File: src/rtl/rbus_frame_sched.sv
// Frame-level round-robin scheduler for one rbus output mux: grants one requester
// per frame, watches the muxed stream for frame boundaries and flags protocol errors.
module rbus_frame_sched #(
  parameter int N       = 4,
  parameter int SW      = $clog2(N),
  parameter int TIMEOUT = 255,
  parameter int MAX_LEN = 64,
  parameter int GAP     = 1
) (
  input  logic          clk,
  input  logic          rst,
  input  logic [N-1:0]  i_req,
  input  logic [N-1:0]  i_cls,
  input  logic [1:0]    o_rdy,
  input  logic          i_stb,
  input  logic          i_sof,
  output logic [N-1:0]  o_gnt,
  output logic [SW-1:0] o_sel,
  output logic          o_sel_vld,
  output logic          ff_err
);

  localparam int TW = $clog2(TIMEOUT + 1);
  localparam int LW = $clog2(MAX_LEN + 2);
  localparam int GW = 4;

  typedef enum logic [1:0] {
    S_IDLE = 2'd0,
    S_WAIT = 2'd1,
    S_XFER = 2'd2,
    S_GAP  = 2'd3
  } state_t;

  state_t        r_state;
  logic [SW-1:0] r_ptr;
  logic [N-1:0]  r_gnt;
  logic [SW-1:0] r_sel;
  logic          r_vld;
  logic          r_err;
  logic [TW-1:0] r_tmo;
  logic [LW-1:0] r_wc;
  logic [GW-1:0] r_gap;

  logic [N-1:0]  w_elig;
  logic          w_any;
  logic [SW-1:0] w_win;
  logic [N-1:0]  w_win_oh;
  logic          w_sof;
  logic          w_req_held;
  logic          w_tmo_hit;
  logic          w_revoke;
  logic          w_err_set;

  // Per-requester eligibility: pending frame and its class is ready downstream.
  always_comb begin
    w_elig = '0;
    for (int k = 0; k < N; k++) begin
      w_elig[k] = i_req[k] && o_rdy[i_cls[k]];
    end
  end

  // Round-robin search starting just after the last granted index.
  always_comb begin
    logic [SW-1:0] v_idx;
    v_idx = '0;
    w_any = 1'b0;
    w_win = r_ptr;
    for (int i = 1; i <= N; i++) begin
      v_idx = SW'((int'(r_ptr) + i) % N);
      if (!w_any && w_elig[v_idx]) begin
        w_any = 1'b1;
        w_win = v_idx;
      end else begin
        w_any = w_any;
      end
    end
  end

  assign w_win_oh   = {{(N-1){1'b0}}, 1'b1} << w_win;
  assign w_sof      = i_stb && i_sof;
  assign w_req_held = i_req[r_sel];
  assign w_tmo_hit  = (r_tmo >= TW'(TIMEOUT));

  // In WAIT, sof wins over req-drop, which wins over timeout.
  assign w_revoke = ((r_state == S_WAIT) && !w_sof && (!w_req_held || w_tmo_hit)) ||
                    ((r_state == S_XFER) && !i_stb);

  assign w_err_set = (((r_state == S_IDLE) || (r_state == S_GAP)) && i_stb) ||
                     ((r_state == S_WAIT) && i_stb && !i_sof) ||
                     ((r_state == S_WAIT) && !w_sof && w_req_held && w_tmo_hit) ||
                     ((r_state == S_XFER) && w_sof) ||
                     ((r_state == S_XFER) && i_stb && (r_wc >= LW'(MAX_LEN)));

  // Scheduler FSM: grant, wait for sof, hold through the frame, then gap.
  always_ff @(posedge clk or posedge rst) begin
    if (rst) begin
      r_state <= S_IDLE;
      r_ptr   <= SW'(N - 1);
      r_gnt   <= '0;
      r_sel   <= '0;
      r_vld   <= 1'b0;
      r_tmo   <= '0;
      r_wc    <= '0;
      r_gap   <= '0;
    end else if (w_revoke) begin
      r_gnt   <= '0;
      r_vld   <= 1'b0;
      r_tmo   <= '0;
      r_wc    <= '0;
      r_gap   <= GW'(1);
      r_state <= (GAP == 0) ? S_IDLE : S_GAP;
    end else begin
      case (r_state)
        S_IDLE: begin
          if (w_any) begin
            r_gnt   <= w_win_oh;
            r_sel   <= w_win;
            r_vld   <= 1'b1;
            r_ptr   <= w_win;
            r_tmo   <= TW'(1);
            r_state <= S_WAIT;
          end
        end
        S_WAIT: begin
          if (w_sof) begin
            r_wc    <= LW'(1);
            r_tmo   <= '0;
            r_state <= S_XFER;
          end else begin
            r_tmo <= r_tmo + TW'(1);
          end
        end
        S_XFER: begin
          // Stops one past MAX_LEN so the overlength condition stays visible.
          if (r_wc <= LW'(MAX_LEN)) begin
            r_wc <= r_wc + LW'(1);
          end
        end
        S_GAP: begin
          if (r_gap >= GW'(GAP)) begin
            r_gap   <= '0;
            r_state <= S_IDLE;
          end else begin
            r_gap <= r_gap + GW'(1);
          end
        end
        default: begin
          r_gnt   <= '0;
          r_vld   <= 1'b0;
          r_state <= S_IDLE;
        end
      endcase
    end
  end

  // Sticky protocol error flag; only reset clears it.
  always_ff @(posedge clk or posedge rst) begin
    if (rst) begin
      r_err <= 1'b0;
    end else begin
      r_err <= r_err | w_err_set;
    end
  end

  assign o_gnt     = r_gnt;
  assign o_sel     = r_sel;
  assign o_sel_vld = r_vld;
  assign ff_err    = r_err;

endmodule

File: config.mk
export PLATFORM = sky130hd
export DESIGN_NAME = rbus_frame_sched
export DESIGN_NICKNAME = d
export VERILOG_FILES = /design/src/rtl/rbus_frame_sched.sv
export SDC_FILE = /design/constraint.sdc
export NUM_CORES = 1
export LEC_CHECK = 0
export CAP_MARGIN = 10
export CORE_MARGIN = 2
export CORE_UTILIZATION = 60
export CTS_CLUSTER_DIAMETER = 40
export CTS_CLUSTER_SIZE = 14
export DETAILED_ROUTE_END_ITERATION = 10
export HOLD_SLACK_MARGIN = 0.05
export PLACE_DENSITY = 0.87
export REMOVE_ABC_BUFFERS = 1
export SETUP_SLACK_MARGIN = 0.2
export SLEW_MARGIN = 20
export SYNTH_ARGS = -nofsm -noshare
export SYNTH_HDL_FRONTEND = slang
export SYNTH_SLANG_ARGS = --single-unit
File: constraint.sdc
create_clock -name clk -period 6.54 [get_ports clk]
set_input_delay 1.308 -clock clk [delete_from_list [all_inputs] [get_ports clk]]
set_output_delay 1.308 -clock clk [all_outputs]
set_load 0.02 [all_outputs]
==> qor.yml, run 1 <==
run_status:
  status: "finished clean"
sta:
  hold_viol: 0
  slew_viol_final: 0
  skew_ns: 0.007260
  grt_setup_unrepaired: "no"
  finalSetupViolCount: 0
  fmax_mhz: 308.0
  timing.final.crit_share_pct: 49.65
  min_period_ns: 3.247
  layout_setup_ws_ns: 3.293
  worst_pin_slew_ns: 0.8890
  slew_headroom_pct: 39.95
  fin_setup_tns_ns: 0
clocking:
  cts_made_buffers: 5
  clk_latency_ns: 0.33
  postCtsResizedCells: 0
  clock_path_buffers: 2
  h-tree-depth: 2
  clkTransAtPathRegs_ns: 0.10
  cts_tree: "yes"
  root_buffer: "clkbuf_4"
  post_cts_buffers: 0
  numClockSinks: 31
  cts-hold-fix-buffers: 0
route:
  wl_per_cell_um: 14.18
  drt_iter0_markers: 71
  drc: 0
  antenna_left: 0
  wl_um: 3843
  dr_total_vias: 1587
  dr.pass1.iters: 4
  vias_per_cell: 5.856
yosys:
  synth_edf_count: 0
  ys_seq_area_share_pct: 37.81
  synthFlopType: "dfrtp_1"
  avgSynthCellArea_um2: 10.19
  syn_inst: 202
  synth_cell_types: 54
  synth_warnings: 0
  synth_area_um2: 2058
  async_reset_ff_share_pct: 100.0
  ys_seq_elements: 31
setup_path:
  regToRegSetupSlack_ns: 3.91
  crit_arrival_ns: 3.47
  critPathCaptureType: "flip-flop"
  regToRegEndpoint: "o_sel[0]$_DFFE_PP0P_"
  r2r_start: "r_state[1]$_DFFE_PP0P_"
  path_max_fanout: 20
  cp-start-kind: "primary input"
  worstPathRequired_ns: 6.76
  rr_worst_depth: 6
  setup.worst_path.class: "in2reg"
finish:
  area_delta_synth_final_pct: 14.77
  fin_nets: 249
  drive_gt1_share_pct: 16.44
  regArea_um2: 778.2
  nFillCells: 281
  multi_input_area_um2: 1180
  antennaDiodeCount: 0
power:
  power_density_nw_per_um2: 404.6
  total_power_mw: 0.9558
  internal_power_mw: 0.5393
  p_switching_mw: 0.4166
  p_leak_nw: 0.9817
  ir_drop_uv: 258.5
  clkPwrFrac_pct: 13.6
  switching_share_pct: 43.58
  combPwrFrac_pct: 54.8
  seqPwrFrac_pct: 31.6
hold_path:
  hold-path-cell-count: 1
  hold_class: "reg2reg"
  hold_path_end: "ff_err$_DFF_PP0_"
  worst_hold_startpoint: "ff_err$_DFF_PP0_"
global_routing:
  grt_overflow: 0
  grt_max_degree: 32
  grt.total_usage_pct: 22.19
  antenna_found_initial: 0
  grt_pass1_wl_um: 6975
  grt_pass1_vias: 1615
floorplanning:
  coreArea_um2: 3311
  io_pins: 22
  die_y_um: 62.57
  die_w_um: 62.57
  start_util_pct: 62.17
  std_cell_rows: 21
  die_area_um2: 3915
run:
  cap_violations: 0
placed_design:
  port_buffers: 21
  place_congestion: 0.8107
  dp_hpwl_um: 2801
  dp_slack_ns: 2.954
## Yosys cell counts, types with 2 or more instances
library cell / count / area, µm²
a211oi_1: 4 / 30.03
a21o_1: 2 / 15.01
a21oi_1: 7 / 35.03
a22o_1: 2 / 17.52
a311oi_1: 3 / 26.28
a31oi_1: 4 / 25.02
a32o_1: 4 / 40.04
a41oi_1: 2 / 17.52
and2_1: 2 / 12.51
and3_1: 2 / 12.51
buf_2: 2 / 10.01
clkbuf_1: 2 / 7.510
dfrtp_1: 29 / 725.7
dfstp_2: 2 / 52.55
ha_1: 11 / 137.6
inv_1: 16 / 60.06
mux2_2: 14 / 157.7
mux2i_1: 8 / 80.08
nand2_1: 11 / 41.29
nand2b_1: 5 / 31.28
nand3_1: 11 / 55.05
nand4_1: 3 / 18.77
nor2_1: 2 / 7.510
nor2b_1: 2 / 12.51
nor3_1: 10 / 50.05
nor3b_1: 8 / 60.06
o21ai_0: 5 / 25.02
o22a_1: 2 / 17.52
or2_2: 2 / 12.51
## area by class of cell
cell class	instances	share of cell area [%]
Multi-Input combinational cell	148	49.95
Timing Repair Buffer	22	9.216
Clock buffer	8	2.913
Inverter	16	2.542
Tap cell	46	2.436
Sequential cell	31	32.94
## power by group through the flow
stage,Clock (mW),Combinational (mW),Sequential [mW]
after global placement,0,0.512,0.305
after CTS,0.132,0.527,0.302
final,0.130,0.524,0.302
after floorplan,0,0.374,0.320
after global routing,0.140,0.584,0.311
after detailed placement,0,0.522,0.306
## layout by cell type, fill, tap and decap left out, drive strengths merged, types with 2 or more instances in the layout
cell type | synthesis | layout
o21ai | 6 | 6
nand3 | 11 | 11
nor2 | 3 | 3
nand2b | 5 | 5
nor3 | 10 | 10
clkdlybuf4s50 | 0 | 21
a21boi | 2 | 2
o211ai | 3 | 3
nor2b | 2 | 2
a22o | 2 | 2
a21oi | 8 | 8
and3 | 2 | 2
nor3b | 8 | 8
a311oi | 3 | 3
o22a | 2 | 2
dfrtp | 29 | 29
nand4 | 3 | 3
mux2i | 8 | 8
or2 | 2 | 2
dfstp | 2 | 2
a21o | 2 | 2
clkbuf | 2 | 8
ha | 11 | 11
a32o | 4 | 4
a41oi | 2 | 2
inv | 16 | 16
mux2 | 14 | 14
a31oi | 4 | 4
a211oi | 5 | 5
nand2 | 11 | 11
and2 | 2 | 2
## critical path, stage by stage
cell and delay, ns:
clkdlybuf4s50_1 0.47, mux4_2 0.52, o21ai_2 0.13, a21o_1 0.59, nor2_4 0.15, mux2_2 0.30
## registers in the layout, summed over array words and instances, names as in the netlist, 2 cells and up
signal and cells:
r_wc 7, o_sel 2, r_state 2, r_gap 4
r_ptr 2, r_tmo 8, o_gnt 4
## kinds of logic after synthesis
group	share of synthesized area [%]
and+or+nand+nor	17.51
AOI/OAI and AO/OA	20.49
adders and majority gates	6.687
DFF	37.81
buffers and inverters	4.863
muxes	12.64
## metal layers
layer / vias up / global-route usage, % / routed length, µm
met5: - / 0 / 0
li1: 798 / - / -
met4: 0 / 10.83 / 65
met1: 769 / 27.27 / 1810
met2: 15 / 38.17 / 1875
met3: 5 / 3.243 / 91
## worst max-delay path by stage
| stage | start | to | slack, ns | depth (start not counted) |
|---|---|---|---|---|
| floorplan | i_req[3] | o_sel[0]$_DFFE_PP0P_ | 3.68 | 5 |
| global placement | i_req[2] | o_sel[0]$_DFFE_PP0P_ | 3.00 | 6 |
| detailed placement | i_req[3] | o_sel[1]$_DFFE_PP0P_ | 2.95 | 6 |
| CTS | i_req[3] | o_sel[0]$_DFFE_PP0P_ | 3.30 | 6 |
| global route | i_req[0] | o_sel[0]$_DFFE_PP0P_ | 3.18 | 6 |
| finish | i_req[2] | o_sel[0]$_DFFE_PP0P_ | 3.29 | 6 |
## stage by stage
stage          area [µm²]  util, %  hold slack [ns]  instances
2_1_floorplan        2018        -           0.5108        195
3_3_place_gp         2293    69.27           0.4789        263
3_5_place_dp         2293    69.27           0.4729        263
4_1_cts              2362    71.35           0.4955        271
5_1_grt              2362    71.35           0.5098        271
6_report             2362    71.35           0.4934        271
No activity file was read; power rests on OpenSTA's default activity.
==> run 2: changes to the inputs <==
- CORE_UTILIZATION: 60 -> 51
- PLACE_DENSITY: 0.87 -> 0.79
- clock period: 6.54 -> 2.8 ns (I/O delays scaled with it)
==> run 2 against run 1 <==
Net effect: sequential share of layout area shrank 1.3 points; via count grew 6.5%; non-clock buffer count grew 8; power grew to 2.5 times the previous value; register-to-register slack lost 3.5 ns; die area grew 16%; global-route usage shrank 1.1 points; clock skew shrank 0.0024 ns; setup slack lost 2.9 ns; critical endpoint is now r_tmo[0]$_DFFE_PP0P_; largest cell class unchanged; highest routed layer unchanged.
==> qor.yml, run 2 (synthesis gave the netlist of run 1 again) <==
finish:
  final_common_cell: "dfrtp_1"
  largest_reg_flops: 8  # unchanged
  utilization_pct: 62.36  # -9.0 points
  regMostFlops: "r_tmo"
  final_cells: 283  # +4.4%
  fin_nets: 257  # +3.2%
  antennaDiodeCount: 0  # unchanged
  top_regs: "r_tmo: 8 flops, r_wc: 7 flops"
  drive_gt1_share_pct: 19.31  # +2.9 points
  nFillCells: 327  # +16%
  area_delta_synth_final_pct: 19.45
  final_cell_mix: "dfrtp_1, clkdlybuf4s50_1, inv_1"
placed_design:
  dp_hpwl_um: 2923  # +4.4%
  dp_cells: 275  # +4.6%
  place_congestion: 0.7964  # -1.8%
  dp_slack_ns: 0.07040  # -2.883 ns
  port_buffers: 21  # unchanged
clocking:
  numClockSinks: 31  # unchanged
  cts_made_buffers: 5  # unchanged
  clkTransAtPathRegs_ns: 0.06  # -0.04 ns
  postCtsResizedCells: 0  # unchanged
  post_cts_buffers: 0  # unchanged
  cts_tree: "yes"
  cts-hold-fix-buffers: 0  # unchanged
  h-tree-depth: 2  # unchanged
  root_buffer: "clkbuf_8"
  clk_latency_ns: 0.28  # -0.05 ns
  clock_path_buffers: 2  # unchanged
route:
  drt_iter0_markers: 51  # -28%
  antenna_left: 0  # unchanged
  dr.pass1.iters: 4  # unchanged
  drc: 0  # unchanged
  dr_total_vias: 1690  # +6.5%
  vias_per_cell: 5.972  # +2.0%
  wl_um: 3988  # +3.8%
  wl_per_cell_um: 14.09  # -0.63%
power:
  ir_drop_uv: 572.9  # +120%
  power_density_nw_per_um2: 983.9  # +140%
  total_power_mw: 2.419  # +150%
  p_leak_nw: 1.034  # +5.3%
floorplanning:
  die_y_um: 67.53  # +7.9%
  std_cell_rows: 23  # +9.5%
  die_w_um: 67.53  # +7.9%
  die_area_um2: 4560  # +16%
  start_util_pct: 52.21  # -10 points
  io_pins: 22  # unchanged
  coreArea_um2: 3943  # +19%
run_status:
  status: "finished clean"
setup_path:
  worstPathRequired_ns: 2.97  # -3.79 ns
  setup.worst_path.class: "in2reg"
  crit_arrival_ns: 2.60  # -0.87 ns
  cp-start-kind: "primary input"
  regToRegSetupSlack_ns: 0.43  # -3.48 ns
  critPathCaptureType: "flip-flop"
  path_max_fanout: 15  # -25%
global_routing:
  grtUsageMet2_pct: 33.46  # -4.7 points
  grt_max_degree: 32  # unchanged
  grt_use_met3_pct: 5.333  # +2.1 points
  antenna_found_initial: 0  # unchanged
  globalRouteMet1Util_pct: 27.01  # -0.26 points
  grt_pass1_wl_um: 7203  # +3.3%
  grt_overflow: 0  # unchanged
  grt_most_used_layer: "met2"
  grt_pass1_vias: 1578  # -2.3%
  grt.total_usage_pct: 21.05  # -1.1 points
sta:
  slew_viol_final: 0  # unchanged
  finalSetupViolCount: 0  # unchanged
  timing.final.crit_share_pct: 86.93
  fmax_mhz: 410.9
  layout_setup_ws_ns: 0.3660  # -2.927 ns
  skew_ns: 0.004897  # -0.002363 ns
  grt_setup_unrepaired: "no"
  slew_headroom_pct: 52.43  # +12 points
  hold_viol: 0  # unchanged
  fin_setup_tns_ns: 0  # unchanged
  worst_pin_slew_ns: 0.7135  # -0.1755 ns
  min_period_ns: 2.434
hold_path:
  hold_class: "reg2reg"
run:
  cap_violations: 0  # unchanged
[run 2: final timing paths]
path,startpoint,depth (start not counted),endpoint
setup / recovery,i_req[3],6,r_tmo[0]$_DFFE_PP0P_
hold / removal,o_gnt[0]$_DFFE_PP0P_,1,o_gnt[0]$_DFFE_PP0P_
setup reg to reg,r_state[0]$_DFFE_PP0P_,6,r_tmo[0]$_DFFE_PP0P_
hold reg to reg,o_gnt[0]$_DFFE_PP0P_,1,o_gnt[0]$_DFFE_PP0P_
max in group asynchronous,rst,3,r_ptr[0]$_DFFE_PP1P_
min in group asynchronous,rst,3,o_gnt[1]$_DFFE_PP0P_
[run 2: critical path, cell delays in order]
cell	delay (ns)
clkdlybuf4s50_1	0.52
mux4_2	0.29
o21ai_2	0.09
a21oi_2	0.57
nand3_1	0.24
mux2_2	0.33
[run 2: metal layers]
metal  routed length [µm]  vias up
li1                     -      816
met1                 1911      838
met2                 1866       28
met3                  124        8
met4                   86        0
met5                    0        -
[run 2: through the flow]
stage	hold slack [ns]	cell area, µm²
after floorplan	0.5108	2018
after global placement	0.4867	2359
after CTS	0.5057	2459
after detailed placement	0.4806	2359
after global routing	0.5185	2459
final	0.4999	2459
[run 2: area by class of cell]
type                            instances  area, µm²  share of cell area [%]
Multi-Input combinational cell        148       1180                   47.99
Tap cell                               50      62.56                   2.545
Sequential cell                        31      778.2                   31.65
Timing Repair Buffer                   30      277.8                   11.30
Clock buffer                            8      100.1                   4.071
Inverter                               16      60.06                   2.443
[run 2: power by group]
| part | internal [mW] | total (mW) | switching (mW) |
|---|---|---|---|
| Clock | 0.224 | 0.386 | 0.162 |
| Sequential | 0.589 | 0.709 | 0.120 |
| Combinational | 0.587 | 1.32 | 0.737 |
| Total | 1.40 | 2.42 | 1.02 |
==> run 3: changes to the inputs <==
- CORE_MARGIN: 2 -> unset
- CORE_UTILIZATION: 51 -> 60
- PLACE_DENSITY: 0.79 -> 0.87
- clock period: 2.8 -> 3 ns (I/O delays scaled with it)
==> run 3 against run 2 <==
Net effect: design area down 1.8%; global-route usage rose by 9.1 points; die area decreased by 20%; critical path type unchanged; routed wire length is 21% higher; largest power group unchanged; largest cell class unchanged; combinational power about the same.
==> qor.yml, run 3 (synthesis gave the netlist of run 1 again) <==
finish:
  regMostFlops: "r_tmo"
  drive_gt1_share_pct: 18.70  # -0.62 points
  area_delta_synth_final_pct: 17.33
  final_cell_mix: "dfrtp_1, clkdlybuf4s50_1, inv_1"
  top_regs: "r_tmo: 8 flops, r_wc: 7 flops"
  nFillCells: 233  # -29%
  largest_reg_flops: 8  # unchanged
  fin_nets: 254  # -1.2%
  final_common_cell: "dfrtp_1"
  antennaDiodeCount: 0  # unchanged
  final_area_um2: 2415  # -1.8%
setup_path:
  slowest_stage: "a41oi_1"
  cp-start-kind: "primary input"
  crit_start: "i_req[2]"
  regToRegSetupSlack_ns: 0.42  # about the same
  crit_arrival_ns: 2.83  # +0.23 ns
  path_max_fanout: 12  # -3
  r2r_start: "r_state[1]$_DFFE_PP0P_"
  worstPathRequired_ns: 3.23  # +0.26 ns
  worstSetupEndpoint: "r_tmo[5]$_DFFE_PP0P_"
  critPathCaptureType: "flip-flop"
  regToRegEndpoint: "r_tmo[5]$_DFFE_PP0P_"
  cpPeakStageDelay_ns: 0.90  # +0.33 ns
  setup.worst_path.class: "in2reg"
  path_cells: "clkdlybuf4s50_1 > nor2b_1 > o21ai_0 > a41oi_1 > nor3b_1 > mux2_2"
  rr_worst_depth: 7  # +1
route:
  vias_per_cell: 6.354  # +6.4%
  route.met3.wl_um: 205  # +65%
  dr_total_vias: 1741  # +3.0%
  dr_wl_met2_um: 2482  # +33%
  dr.max_layer_used: "met4"
  antenna_left: 0  # unchanged
  drt_iter0_markers: 99  # +94%
  dr.pass1.iters: 4  # unchanged
  drt-met1-wl_um: 2023  # +5.9%
  drc: 0  # unchanged
  wl_um: 4839  # +21%
  wl_per_cell_um: 17.66  # +25%
sta:
  finalSetupViolCount: 0  # unchanged
  skew_ns: 0.01118  # +0.006286 ns
  fin_setup_tns_ns: 0  # unchanged
  slew_headroom_pct: 32.36  # -20 points
  timing.final.crit_share_pct: 86.65
  min_period_ns: 2.600
  hold_viol: 0  # unchanged
  fmax_mhz: 384.7
  worst_pin_slew_ns: 1.001  # +0.2879 ns
  grt_setup_unrepaired: "no"
  slew_viol_final: 0  # unchanged
placed_design:
  dp_hpwl_um: 3618  # +24%
  place_congestion: 0.9056  # +14%
  placed_cell_area_um2: 2328  # -1.3%
  port_buffers: 21  # unchanged
hold_path:
  hold-path-cell-count: 1  # unchanged
  hold_class: "reg2reg"
clocking:
  clkTransAtPathRegs_ns: 0.09  # +0.03 ns
  cts_tree: "yes"
  post_cts_buffers: 0  # unchanged
  cts_made_buffers: 5  # unchanged
  numClockSinks: 31  # unchanged
  clk_latency_ns: 0.34  # +0.06 ns
  cts-hold-fix-buffers: 0  # unchanged
  h-tree-depth: 2  # unchanged
  clock_path_buffers: 2  # unchanged
  postCtsResizedCells: 0  # unchanged
  root_buffer: "clkbuf_4"
global_routing:
  grt_overflow: 0  # unchanged
  grt_pass1_wl_um: 8024  # +11%
  grt_max_degree: 32  # unchanged
  grt.total_usage_pct: 30.14  # +9.1 points
  antenna_found_initial: 0  # unchanged
  grt_pass1_vias: 1774  # +12%
floorplanning:
  std_cell_rows: 20  # -13%
  die_area_um2: 3669  # -20%
  coreArea_um2: 3153  # -20%
  io_pins: 22  # unchanged
  start_util_pct: 65.28  # +13 points
  die_y_um: 60.57  # -10%
  die_w_um: 60.57  # -10%
power:
  power_density_nw_per_um2: 952.6  # -3.2%
  ir_drop_uv: 593.7  # +3.6%
  p_leak_nw: 1.017  # -1.7%
run_status:
  status: "finished clean"
run:
  cap_violations: 0  # unchanged
[run 3: changes by cell type in the layout (fill, tap and decap cells not counted), sizes merged]
cell	before	now
buf	9	6
bufinv	0	1
clkinv	0	1
clkbuf	8	6
[run 3: worst min-delay path by stage]
| stage | slack, ns | endpoint | from |
|---|---|---|---|
| detailed placement | 0.49 | o_gnt[1]$_DFFE_PP0P_ | o_gnt[1]$_DFFE_PP0P_ |
| CTS | 0.52 | o_gnt[1]$_DFFE_PP0P_ | o_gnt[1]$_DFFE_PP0P_ |
| floorplan | 0.51 | r_wc[6]$_DFFE_PP0P_ | r_wc[6]$_DFFE_PP0P_ |
| global placement | 0.49 | o_gnt[2]$_DFFE_PP0P_ | o_gnt[2]$_DFFE_PP0P_ |
| global route | 0.53 | o_gnt[1]$_DFFE_PP0P_ | o_gnt[1]$_DFFE_PP0P_ |
| finish | 0.52 | o_gnt[1]$_DFFE_PP0P_ | o_gnt[1]$_DFFE_PP0P_ |
[run 3: layout make-up]
class / instances / area [µm²] / share of cell area (%)
tap: 44 / 55.05 / 2.280
clock buffer: 6 / 51.30 / 2.124
inverter: 16 / 60.06 / 2.487
sequential: 31 / 778.2 / 32.23
timing repair buffer: 27 / 255.2 / 10.57
clock inverter: 2 / 35.03 / 1.451
multi-input combinational: 148 / 1180 / 48.86
[run 3: worst max-delay path: cells and delay by family]
family                 cells  cell delay [ns]
AO/OA/AOI/OAI              2             1.10
buffers and inverters      1             0.54
multiplexers               1             0.30
AND/OR/NAND/NOR            2             0.29
[run 3: through the flow]
| step | hold slack (ns) | cells | power (mW) | utilization (%) | worst slack, ns |
|---|---|---|---|---|---|
| 3_3_place_gp | 0.4856 | 266 | 1.843 | 73.85 | 0.2560 |
| 4_1_cts | 0.5188 | 274 | 2.296 | 76.59 | 0.4336 |
| 6_report | 0.5170 | 274 | 2.300 | 76.59 | 0.4004 |
| 5_1_grt | 0.5337 | 274 | 2.458 | 76.59 | 0.2034 |
| 3_5_place_dp | 0.4921 | 266 | 1.937 | 73.85 | 0.1113 |
| 2_1_floorplan | 0.5108 | 195 | 1.514 | - | 0.7723 |
[run 3: per-layer routing]
metal  GRT usage (%)  vias to the layer above
li1                -                      811
met1           35.81                      852
met2           49.92                       62
met3           7.463                       16
met4           17.21                        0
met5               0                        -
[run 3: where the power goes]
group / internal (mW) / total [mW] / switching [mW]
combinational: 0.542 / 1.29 / 0.744
sequential: 0.549 / 0.668 / 0.119
clock: 0.197 / 0.347 / 0.150
